[src/rtl/spi_master_ctrl_if.sv]
// ============================================================================
// Module      : spi_master_ctrl_if
// Description : Host-side request/response bundle for the SPI master.
// Revision    : 1.0 - initial release
// ============================================================================
`default_nettype none

interface spi_master_ctrl_if #(
  parameter int DATA_W   = 128,
  parameter int CS_SEL_W = 1
) ();
  logic                start;
  logic [CS_SEL_W-1:0] cs_sel;
  logic                cpol;
  logic                cpha;
  logic [DATA_W-1:0]   tx_data;
  logic [DATA_W-1:0]   rx_data;
  logic                busy;
  logic                done;

  modport master (
    output start, cs_sel, cpol, cpha, tx_data,
    input  rx_data, busy, done
  );

  modport slave (
    input  start, cs_sel, cpol, cpha, tx_data,
    output rx_data, busy, done
  );
endinterface

`default_nettype wire

[src/rtl/spi_master_ctrl.sv]
// ============================================================================
// Module      : spi_master_ctrl
// Description : Full-duplex SPI master, configurable width/divider/mode/CS.
// Revision    : 1.0 - initial release
// ============================================================================
`default_nettype none

module spi_master_ctrl #(
  parameter int DATA_W   = 128,
  parameter int NUM_CS   = 2,
  parameter int CS_SEL_W = 1,
  parameter int CLK_DIV  = 4
) (
  input  wire logic              clk,
  input  wire logic              rst,
  spi_master_ctrl_if.slave       bus,
  output      logic              sclk,
  output      logic [NUM_CS-1:0] cs_n,
  output      logic              mosi,
  input  wire logic              miso
);

  localparam int EDGES  = 2 * DATA_W;
  localparam int EDGE_W = $clog2(EDGES + 1);
  localparam int DIV_W  = (CLK_DIV > 1) ? $clog2(CLK_DIV) : 1;

  localparam logic [1:0] c_IDLE  = 2'd0;
  localparam logic [1:0] c_SETUP = 2'd1;
  localparam logic [1:0] c_XFER  = 2'd2;
  localparam logic [1:0] c_HOLD  = 2'd3;

  localparam logic [EDGE_W-1:0] c_LAST_EDGE = EDGE_W'(EDGES - 1);
  localparam logic [DIV_W-1:0]  c_DIV_END   = DIV_W'(CLK_DIV - 1);

  logic [1:0]        r_state;
  logic [DIV_W-1:0]  r_div;
  logic [EDGE_W-1:0] r_edge;
  logic [DATA_W-1:0] r_tx;
  logic [DATA_W-1:0] r_rx;
  logic [DATA_W-1:0] r_rx_data;
  logic              r_cpol;
  logic              r_cpha;
  logic              r_busy;
  logic              r_done;
  logic              r_sclk;
  logic              r_mosi;
  logic [NUM_CS-1:0] r_cs_n;

  logic              w_div_end;
  logic              w_sample;
  logic              w_last;
  logic              w_sel_ok;
  logic [NUM_CS-1:0] w_cs_dec;

  assign w_div_end = (r_div == c_DIV_END);
  assign w_last    = (r_edge == c_LAST_EDGE);
  // Even edge count means the upcoming edge is a leading one.
  assign w_sample  = (~r_edge[0]) ^ r_cpha;
  assign w_sel_ok  = ({1'b0, bus.cs_sel} < (CS_SEL_W + 1)'(NUM_CS));

  always_comb begin
    w_cs_dec = '1;
    for (int i = 0; i < NUM_CS; i++) begin
      if (bus.cs_sel == CS_SEL_W'(i)) w_cs_dec[i] = 1'b0;
    end
  end

  always_ff @(posedge clk or posedge rst) begin
    if (rst) begin
      r_state   <= c_IDLE;
      r_div     <= '0;
      r_edge    <= '0;
      r_tx      <= '0;
      r_rx      <= '0;
      r_rx_data <= '0;
      r_cpol    <= 1'b0;
      r_cpha    <= 1'b0;
      r_busy    <= 1'b0;
      r_done    <= 1'b0;
      r_sclk    <= 1'b0;
      r_mosi    <= 1'b0;
      r_cs_n    <= '1;
    end else begin
      r_done <= 1'b0;
      case (r_state)
        c_IDLE: begin
          r_busy <= 1'b0;
          r_cs_n <= '1;
          r_sclk <= bus.cpol;
          r_div  <= '0;
          r_edge <= '0;
          // r_busy is still high on the done cycle, which blocks re-accept there.
          if (bus.start && !r_busy && w_sel_ok) begin
            r_state <= c_SETUP;
            r_busy  <= 1'b1;
            r_cs_n  <= w_cs_dec;
            r_cpol  <= bus.cpol;
            r_cpha  <= bus.cpha;
            r_tx    <= bus.tx_data;
            r_rx    <= '0;
            if (!bus.cpha) r_mosi <= bus.tx_data[DATA_W-1];
          end
        end
        c_SETUP, c_XFER: begin
          if (w_div_end) begin
            r_div   <= '0;
            r_sclk  <= ~r_sclk;
            r_edge  <= r_edge + 1'b1;
            r_state <= w_last ? c_HOLD : c_XFER;
            if (w_sample) begin
              r_rx <= {r_rx[DATA_W-2:0], miso};
            end else if (r_cpha) begin
              r_mosi <= r_tx[DATA_W-1];
              r_tx   <= r_tx << 1;
            end else if (!w_last) begin
              r_mosi <= r_tx[DATA_W-2];
              r_tx   <= r_tx << 1;
            end
          end else begin
            r_div <= r_div + 1'b1;
          end
        end
        c_HOLD: begin
          r_sclk <= r_cpol;
          if (w_div_end) begin
            r_div     <= '0;
            r_state   <= c_IDLE;
            r_done    <= 1'b1;
            r_cs_n    <= '1;
            r_rx_data <= r_rx;
          end else begin
            r_div <= r_div + 1'b1;
          end
        end
        default: r_state <= c_IDLE;
      endcase
    end
  end

  assign bus.rx_data = r_rx_data;
  assign bus.busy    = r_busy;
  assign bus.done    = r_done;
  assign sclk        = r_sclk;
  assign cs_n        = r_cs_n;
  assign mosi        = r_mosi;

endmodule

`default_nettype wire

[src/flat_wrapper.sv]
// flat-port wrapper written by rule: the top's interface ports become plain ports
module spi_master_ctrl_flat 
#(
  parameter int DATA_W   = 128,
  parameter int NUM_CS   = 2,
  parameter int CS_SEL_W = 1,
  parameter int CLK_DIV  = 4
)
  (clk, rst, sclk, cs_n, mosi, miso, bus_start, bus_cs_sel, bus_cpol, bus_cpha, bus_tx_data, bus_rx_data, bus_busy, bus_done);
  spi_master_ctrl_if #(.DATA_W(DATA_W), .CS_SEL_W(CS_SEL_W)) bus_i ();
  input  wire logic clk;
  input  wire logic rst;
  output      logic sclk;
  output      logic [NUM_CS-1:0] cs_n;
  output      logic mosi;
  input  wire logic miso;
  input wire logic [$bits(bus_i.start)-1:0] bus_start;
  input wire logic [$bits(bus_i.cs_sel)-1:0] bus_cs_sel;
  input wire logic [$bits(bus_i.cpol)-1:0] bus_cpol;
  input wire logic [$bits(bus_i.cpha)-1:0] bus_cpha;
  input wire logic [$bits(bus_i.tx_data)-1:0] bus_tx_data;
  output wire logic [$bits(bus_i.rx_data)-1:0] bus_rx_data;
  output wire logic [$bits(bus_i.busy)-1:0] bus_busy;
  output wire logic [$bits(bus_i.done)-1:0] bus_done;
  assign bus_i.start = bus_start;
  assign bus_i.cs_sel = bus_cs_sel;
  assign bus_i.cpol = bus_cpol;
  assign bus_i.cpha = bus_cpha;
  assign bus_i.tx_data = bus_tx_data;
  assign bus_rx_data = bus_i.rx_data;
  assign bus_busy = bus_i.busy;
  assign bus_done = bus_i.done;
  spi_master_ctrl #(.DATA_W(DATA_W), .NUM_CS(NUM_CS), .CS_SEL_W(CS_SEL_W), .CLK_DIV(CLK_DIV)) u_core (.clk(clk), .rst(rst), .bus(bus_i), .sclk(sclk), .cs_n(cs_n), .mosi(mosi), .miso(miso));
endmodule
[config.mk]
export PLATFORM = sky130hd
export DESIGN_NAME = spi_master_ctrl_flat
export DESIGN_NICKNAME = d
export VERILOG_FILES = /design/src/rtl/spi_master_ctrl_if.sv /design/src/rtl/spi_master_ctrl.sv /design/src/flat_wrapper.sv
export SDC_FILE = /design/constraint.sdc
export NUM_CORES = 1
export LEC_CHECK = 0
export CORE_MARGIN = 2
export CORE_UTILIZATION = 53
export CTS_CLUSTER_SIZE = 12
export DETAILED_ROUTE_END_ITERATION = 10
export GPL_TIMING_DRIVEN = 0
export PLACE_DENSITY = 0.86
export SYNTH_ARGS = -nofsm -noshare
export SYNTH_HDL_FRONTEND = slang
export SYNTH_SLANG_ARGS = --single-unit
[constraint.sdc]
create_clock -name clk -period 16.38 [get_ports clk]
set_clock_uncertainty 0.05 [all_clocks]
set_input_delay 3.276 -clock clk [delete_from_list [all_inputs] [get_ports clk]]
set_output_delay 3.276 -clock clk [all_outputs]
set_load 0.01 [all_outputs]
* Yosys cells after proc, flatten, opt, wreduce, memory -nomap -nowiden
Cells that the tools add are included.
Widths: inputs -> output; s select.
** Storage, ports and cells
- Bits in registers :: 405
- Bits in latches :: 0
- RAM bits :: 0
- Memory bits (read-only) :: 0
- Input bits :: 135
- Word-level logic and storage cells :: 81
- Memories :: 0
** Operators by class
- Add/sub/neg operators :: 2
- Multiply operators :: 0
- Divide/modulo/power cells :: 0
- Magnitude comparators :: 0
- Equal/unequal tests :: 12
- Shift operators :: 0
- Mux-type cells :: 36
- Bitwise gates (word level) :: 3
- Reduce and logical (&&, ||, !) cells :: 15
** Operators with widths (count)
- $mux 128 :: 8
- $pmux 128 s2 :: 2
- $pmux 9 s2 :: 1
- $mux 1 :: 13
- $mux 2 :: 6
- $add 9x1->9 const B :: 1
- $eq 9x8->1 const B :: 1
- $mux 9 :: 1
- $ne 2x1->1 const B :: 4
- $pmux 2 s2 :: 2
- $reduce_and 2->1 :: 4
- $eq 2x2->1 const B :: 3
- $pmux 2 s3 :: 1
- $reduce_and 6->1 :: 1
- $reduce_and 5->1 :: 1
- $ne 2x2->1 const B :: 2
- $reduce_and 4->1 :: 1
- $reduce_bool 2->1 :: 2
- $ne 3x2->1 const B :: 1
- $pmux 1 s3 :: 1
- $reduce_and 3->1 :: 1
- $reduce_or 3->1 :: 1
- $add 2x1->2 const B :: 1
- $eq 2x1->1 const B :: 1
- 7 further kinds :: 8

* Longest topological paths before layout
Gate-level depths: netlist of the first run.
- Word-level depth :: 6
- Mapped depth :: 10
- Gate-level depth less buffers :: 8

* Least setup slack after synthesis of the first run
No wires, ideal clock.
- Kind :: input-to-reg
- From :: input port bus_start
- To :: register u_core.r_rx[105]
- Arrival time :: 4271 ps
- Required time :: 16209 ps
- Setup slack :: 11938 ps
- Stages on the path :: 6
- Buffers on the path :: 2
- Path through :: and2b_1 > o21ai_2 > nor3_1 > buf_2 > buf_2 > a22o_1
** On the way
- Longest elaborated chain between the ends :: 3
** Ends and longest elaborated chain
- start: declaration :: RTL line flat_wrapper.sv:17 : input wire logic [$bits(bus_i.start)-1:0] bus_start;
- $logic_and 1x1->1 :: RTL line spi_master_ctrl.sv:93 : if (bus.start && !r_busy && w_sel_ok) begin
- $ne 2x1->1 (no line)
- $reduce_and 4->1 (no line)
- end signal: assignment :: RTL line spi_master_ctrl.sv:111 : r_rx <= {r_rx[DATA_W-2:0], miso};
- end: declaration :: RTL line spi_master_ctrl.sv:39 : logic [DATA_W-1:0] r_rx;
No other way between the ends.
A chain may end at the register's enable or synchronous reset.

* Worst setup path after layout of the first run
- From :: register u_core.r_cs_n[0] (netlist: u_core.cs_n[0])
- To :: output port cs_n[0]
** RTL lines
- start: declaration :: RTL line spi_master_ctrl.sv:47 : logic [NUM_CS-1:0] r_cs_n;
- start signal: assignment :: RTL line spi_master_ctrl.sv:96 : r_cs_n <= w_cs_dec;
- end: declaration :: RTL line flat_wrapper.sv:14 : output logic [NUM_CS-1:0] cs_n;
No word-level cell between the ends.

==> impl_metrics.yaml, run 1 <==
status:
  status: "finished, final reports clean"
clock_network:
  cts_setup_buffers: 0
  htreeDepth: 2
  numCtsBuffers: 41
  tritoncts: "built"
  clkLatencyLatePin_ns: 0.53
  clockBufferDepth: 3
  hold_buffers: 0
  ctsResizeCount: 0
  clkSinkCount: 405
  cts_root_buffer: "clkbuf_16"
  path_clk_slew_ns: 0.06
floorplan:
  fp.dieH_microns: 179
  die_w_microns: 179
  num_rows: 63
  num_io_pins: 269
  initial_utilization_pct: 54.2
  die_area_sq_um: 32000
  coreArea_sq_um: 29900
logic_synthesis:
  avgSynthCellArea_sq_um: 13.1
  syn_area_sq_um: 16200
  async_reset_ff_share_pct: 100
  netlist-cell-type-count: 44
  synth_ff_type: "dfrtp_1"
  synth.most_common_cell: "dfrtp_1"
  yosysTopAreaCell: "dfrtp_1"
  seq_area_frac_synth_pct: 62.6
  synth_edf_count: 0
  synth_top_area_share_pct: 62.3
  synth.area.top_cells: "dfrtp_1 62%, mux2_2 9.1%, a22o_1 7.0%, a221oi_1 4.5%, a221oi_2 3.8%"
  synth_common_cells: "403 x dfrtp_1, 137 x nor2_1, 135 x inv_1, 131 x mux2_2, 129 x a22o_1"
  syn-num-nets: 1376
  yosys_register_bits: 405
  syn_inst: 1236
  ys_warn_count: 0
finish:
  fillers: 2078
  nets: 1689
  area_delta_synth_final_pct: 27.4
  antenna_cells: 0
  post-route-util_pct: 69.0
  fin_cells: 1958
  drive_above_1_share_pct: 20.2
global_routing:
  globalRouteTotalUtil_pct: 22.8
  grt_pass1_wl_microns: 58000
  antenna_found_initial: 0
  grt_pass1_vias: 11400
  grt-ovfl-total: 0
  grt_max_degree: 140
setup_path:
  r2r-start: "u_core.r_div[0]$_DFF_PP0_"
  cp_cell_sequence: "clkdlybuf4s50_1"
  slowest_stage: "clkdlybuf4s50_1"
  crit_family: "buffers and inverters"
  slowest_delay_ns: 0.56
  startpoint: "u_core.cs_n[0]$_DFFE_PP1P_"
  cp-end-kind: "output pin"
  path_class: "register to output pin"
  cp.required_ns: 13.05
  cp-start-kind: "register"
  arrival_ns: 1.61
  path_buf_inv: 1
  reg2reg_slack_ns: 13.91
  cp_max_fo: 2
sta:
  max_freq_mhz: 203
  finalSetupViolCount: 0
  drv_slew: 0
  rsz0062_at_grt: "false"
  maxSlewHeadroom_pct: 39.2
  hold_viol_final: 0
  fin_crit_ns: 4.93
  worstMarginPinSlew_ns: 0.913
  hold_ws_ns: 0.396
  finalCritPeriodShare_pct: 30.1
placed_design:
  dp_hpwl_microns: 25100
  portBuffers: 268
  place_congestion: 0.850
  numPlacedInstances: 1896
route:
  wl_met2_microns: 17700
  wirelength_microns: 35900
  drt-vias-per-instance: 5.65
  drc_errors: 0
  vias: 11100
  dr.pass1.iters: 5
  wl_met3_microns: 2380
  routed.top_layer: "met4"
  m1WireLength_microns: 15200
  ant_nets: 0
  drt-wirelength-per-cell_microns: 18.4
  drt_iter0_drc: 620
power_and_ir_drop:
  power_leakage_nw: 10.0
  powerDensity_nw_per_um2: 92.9
  total_power_mw: 1.92
  ir_drop_v: 0.0000666
min_path:
  hold_path_class: "register to register"
  holdCritStartpoint: "u_core.r_div[0]$_DFF_PP0_"
run:
  drv_cap: 0
per-stage QoR:
stage / cell area [sq um] / setup TNS (ns) / setup slack (ns)
2_1_floorplan: 16200 / 0 / 1.79
3_3_place_gp: 19400 / -889.53 / -2.24
3_5_place_dp: 19400 / 0 / 10.98
4_1_cts: 20600 / 0 / 11.42
5_1_grt: 20600 / 0 / 11.38
6_report: 20600 / 0 / 11.45
power breakdown:
group	switching, mW	internal, mW	leakage, nW
Clock	0.366	0.492	0.587
Combinational	0.0251	0.0298	4.47
Sequential	0.000712	1.00	4.97
cell families after synthesis:
| logic type | Yosys count | share of synthesized area [%] |
|---|---|---|
| AOI/OAI and AO/OA | 285 | 16.5 |
| xor gates and xnor gates | 7 | 0.379 |
| adders and majority gates | 5 | 0.386 |
| buffers and inverters | 224 | 6.28 |
| DFF | 405 | 62.6 |
| muxes | 132 | 9.17 |
| and+or+nand+nor | 178 | 4.61 |
registers in the layout, summed over array words and instances, names as in the netlist, 2 cells and up:
| register | cells |
|---|---|
| u_core.r_tx | 128 |
| u_core.r_rx | 128 |
| u_core.r_state | 2 |
| u_core.r_edge | 9 |
| u_core.r_div | 2 |
| u_core.bus.rx_data | 128 |
| u_core.cs_n | 2 |
placed cells by master, fill, tap and decap left out, drive strengths merged, types with 2 or more instances in the layout:
master	n
a211oi	3
a21oi	9
a221oi	125
a22o	129
and3	2
buf	83
clkbuf	62
clkdlybuf4s50	268
clkinv	4
dfrtp	403
dfstp	2
ha	5
inv	138
mux2	131
nand2	16
nand2b	2
nand3	6
nand3b	2
nand4	3
nor2	137
nor2b	2
nor3	4
o21ai	11
o22ai	3
xnor2	4
xor2	3
per-layer routing:
layer / global-route usage [%] / vias to the layer above
met2: 38.6 / 326
met5: 0 / -
met3: 5.24 / 48
met4: 6.20 / 0
met1: 29.6 / 5671
li1: - / 5023
area by class of cell:
| class | instances | area (sq um) | area share (%) |
|---|---|---|---|
| sequential | 405 | 10100 | 49.2 |
| tap | 390 | 488 | 2.37 |
| buffer | 87 | 503 | 2.44 |
| inverter | 137 | 522 | 2.53 |
| timing repair buffer | 270 | 2740 | 13.3 |
| clock inverter | 6 | 81.3 | 0.394 |
| multi-input combinational | 607 | 5030 | 24.4 |
| clock buffer | 56 | 1120 | 5.44 |
path summary, 6_finish.rpt:
kind	to	cells after the start
worst max-delay path	cs_n[0]	1
worst min-delay path	u_core.r_div[0]$_DFF_PP0_	1
worst max register to register	u_core.bus.rx_data[80]$_DFFE_PP0P_	6
worst min register to register	u_core.r_div[0]$_DFF_PP0_	1
max in group asynchronous	u_core.r_tx[69]$_DFFE_PP0P_	3
min in group asynchronous	u_core.bus.rx_data[54]$_DFFE_PP0P_	2
No activity file was read; power rests on OpenSTA's default activity.
==> run 2, diff against run 1 <==
==> constraint.sdc (replaced) <==
create_clock -name clk -period 5.15 [get_ports clk]
set_clock_uncertainty 0.05 [all_clocks]
set_input_delay 1.03 -clock clk [delete_from_list [all_inputs] [get_ports clk]]
set_output_delay 1.03 -clock clk [all_outputs]
set_load 0.01 [all_outputs]
==> impl_metrics.yaml, run 2 (same netlist as run 1, synthesis figures left out) <==
clock_network:
  clkSinkCount: 405
  tritoncts: "built"
  clockBufferDepth: 3
  path_clk_slew_ns: 0.05
  cts_setup_buffers: 0
  hold_buffers: 0
  numCtsBuffers: 42
  ctsResizeCount: 0
  clkLatencyLatePin_ns: 0.53
  cts_root_buffer: "clkbuf_16"
  htreeDepth: 2
run:
  drv_cap: 0
power_and_ir_drop:
  powerDensity_nw_per_um2: 296
  total_power_mw: 6.15
  ir_drop_v: 0.000194
  power_leakage_nw: 10.1
placed_design:
  portBuffers: 268
  place_ws_ns: 1.99
  numPlacedInstances: 1904
  dp_hpwl_microns: 26000
  place_congestion: 0.831
floorplan:
  fp.dieH_microns: 179
  die_w_microns: 179
  num_rows: 63
  initial_utilization_pct: 54.2
  die_area_sq_um: 32000
  num_io_pins: 269
  coreArea_sq_um: 29900
setup_path:
  slowest_delay_ns: 0.56
  path_class: "register to output pin"
  cp-start-kind: "register"
  arrival_ns: 1.62
  cp_max_fo: 2
  cp.required_ns: 4.07
  path_buf_inv: 1
  cp_cell_sequence: "clkdlybuf4s50_1"
  cp-end-kind: "output pin"
  slowest_stage: "clkdlybuf4s50_1"
  crit_family: "buffers and inverters"
route:
  dr.pass1.iters: 5
  drt-vias-per-instance: 5.65
  vias: 11100
  drt-wirelength-per-cell_microns: 18.6
  wirelength_microns: 36600
  ant_nets: 0
  drc_errors: 0
  drt_iter0_drc: 545
sta:
  finalCritPeriodShare_pct: 52.4
  tns_ns: 0
  finalSetupViolCount: 0
  worstMarginPinSlew_ns: 0.644
  hold_viol_final: 0
  maxSlewHeadroom_pct: 57.0
  max_freq_mhz: 371
  rsz0062_at_grt: "false"
  fin_crit_ns: 2.70
  drv_slew: 0
  hold_ws_ns: 0.405
  setup_ws_ns: 2.45
finish:
  fin_cells: 1972
  mostFrequentLayoutCells: "403 x dfrtp_1, 268 x clkdlybuf4s50_1, 137 x nor2_1"
  nets: 1698
  drive_above_1_share_pct: 20.9
  final_common_cell: "dfrtp_1"
  fillers: 2020
  area_delta_synth_final_pct: 28.6
global_routing:
  antenna_found_initial: 1
  globalRouteTotalUtil_pct: 23.3
  grt_pass1_wl_microns: 58900
  grt_pass1_vias: 11500
  grt_max_degree: 46
  grt-ovfl-total: 0
min_path:
  hold_path_class: "register to register"
status:
  status: "finished, final reports clean"
[run 2: cell type report]
type / instances / area, sq um / area share, %
sequential: 405 / 10100 / 48.7
multi-input combinational: 607 / 5030 / 24.2
timing repair buffer: 278 / 2890 / 13.9
clock buffer: 60 / 1190 / 5.71
inverter: 137 / 518 / 2.49
buffer: 87 / 503 / 2.42
tap: 390 / 488 / 2.34
clock inverter: 7 / 56.3 / 0.270
antenna: 1 / 2.50 / 0.0120
[run 2: per-layer routing]
| layer | share of wire (%) | track usage (%) |
|---|---|---|
| met1 | 40 | 29.1 |
| met2 | 50 | 40.2 |
| met3 | 6.9 | 5.34 |
| met4 | 2.9 | 7.49 |
| met5 | 0 | 0 |
[run 2: worst paths after layout]
path                       slack (ns)                    startpoint  cells past startpoint                     endpoint
setup / recovery                 2.45    u_core.cs_n[0]$_DFFE_PP1P_                      1                      cs_n[0]
hold / removal                   0.41     u_core.r_div[0]$_DFF_PP0_                      1    u_core.r_div[0]$_DFF_PP0_
setup reg to reg                 2.68  u_core.r_edge[1]$_DFFE_PP0P_                     10  u_core.r_tx[29]$_DFFE_PP0P_
hold reg to reg                  0.41     u_core.r_div[0]$_DFF_PP0_                      1    u_core.r_div[0]$_DFF_PP0_
max in group asynchronous        2.92                           rst                      5  u_core.r_rx[12]$_DFFE_PP0P_
min in group asynchronous        0.92                           rst                      2  u_core.r_tx[34]$_DFFE_PP0P_
[run 2: power breakdown]
group	switching (mW)	internal, mW
Clock	1.18	1.60
Sequential	0.00215	3.19
Combinational	0.0830	0.107
Total	1.26	4.89
[run 2: per-stage QoR]
step	util, %	instance area, sq um
after floorplan	-	16200
after CTS	69.7	20800
after global routing	69.7	20800
final	69.7	20800
after global placement	64.8	19400
after detailed placement	65.5	19600
==> run 3, diff against run 2 <==
==> constraint.sdc (replaced) <==
create_clock -name clk -period 2.7 [get_ports clk]
set_clock_uncertainty 0.05 [all_clocks]
set_input_delay 0.54 -clock clk [delete_from_list [all_inputs] [get_ports clk]]
set_output_delay 0.54 -clock clk [all_outputs]
set_load 0.01 [all_outputs]
==> results of run 3 <==
Same layout as run 2 (identical final DEF). Status: finished, final reports clean.
Main changes from that run: setup slack after placement 1.99 ns -> 0.0256 ns; clock-pin slew on the worst setup and hold paths 0.05 ns -> 0.06 ns; setup slack after layout 2.45 ns -> 0.229 ns; start point of the critical path u_core.cs_n[0]$_DFFE_PP1P_ -> u_core.r_edge[1]$_DFFE_PP0P_; end point of the critical path cs_n[0] -> u_core.r_tx[29]$_DFFE_PP0P_; register-to-register setup slack 2.68 ns -> 0.23 ns; total power 6.15 mW -> 11.7 mW; worst IR drop on VDD 0.000194 V -> 0.000370 V
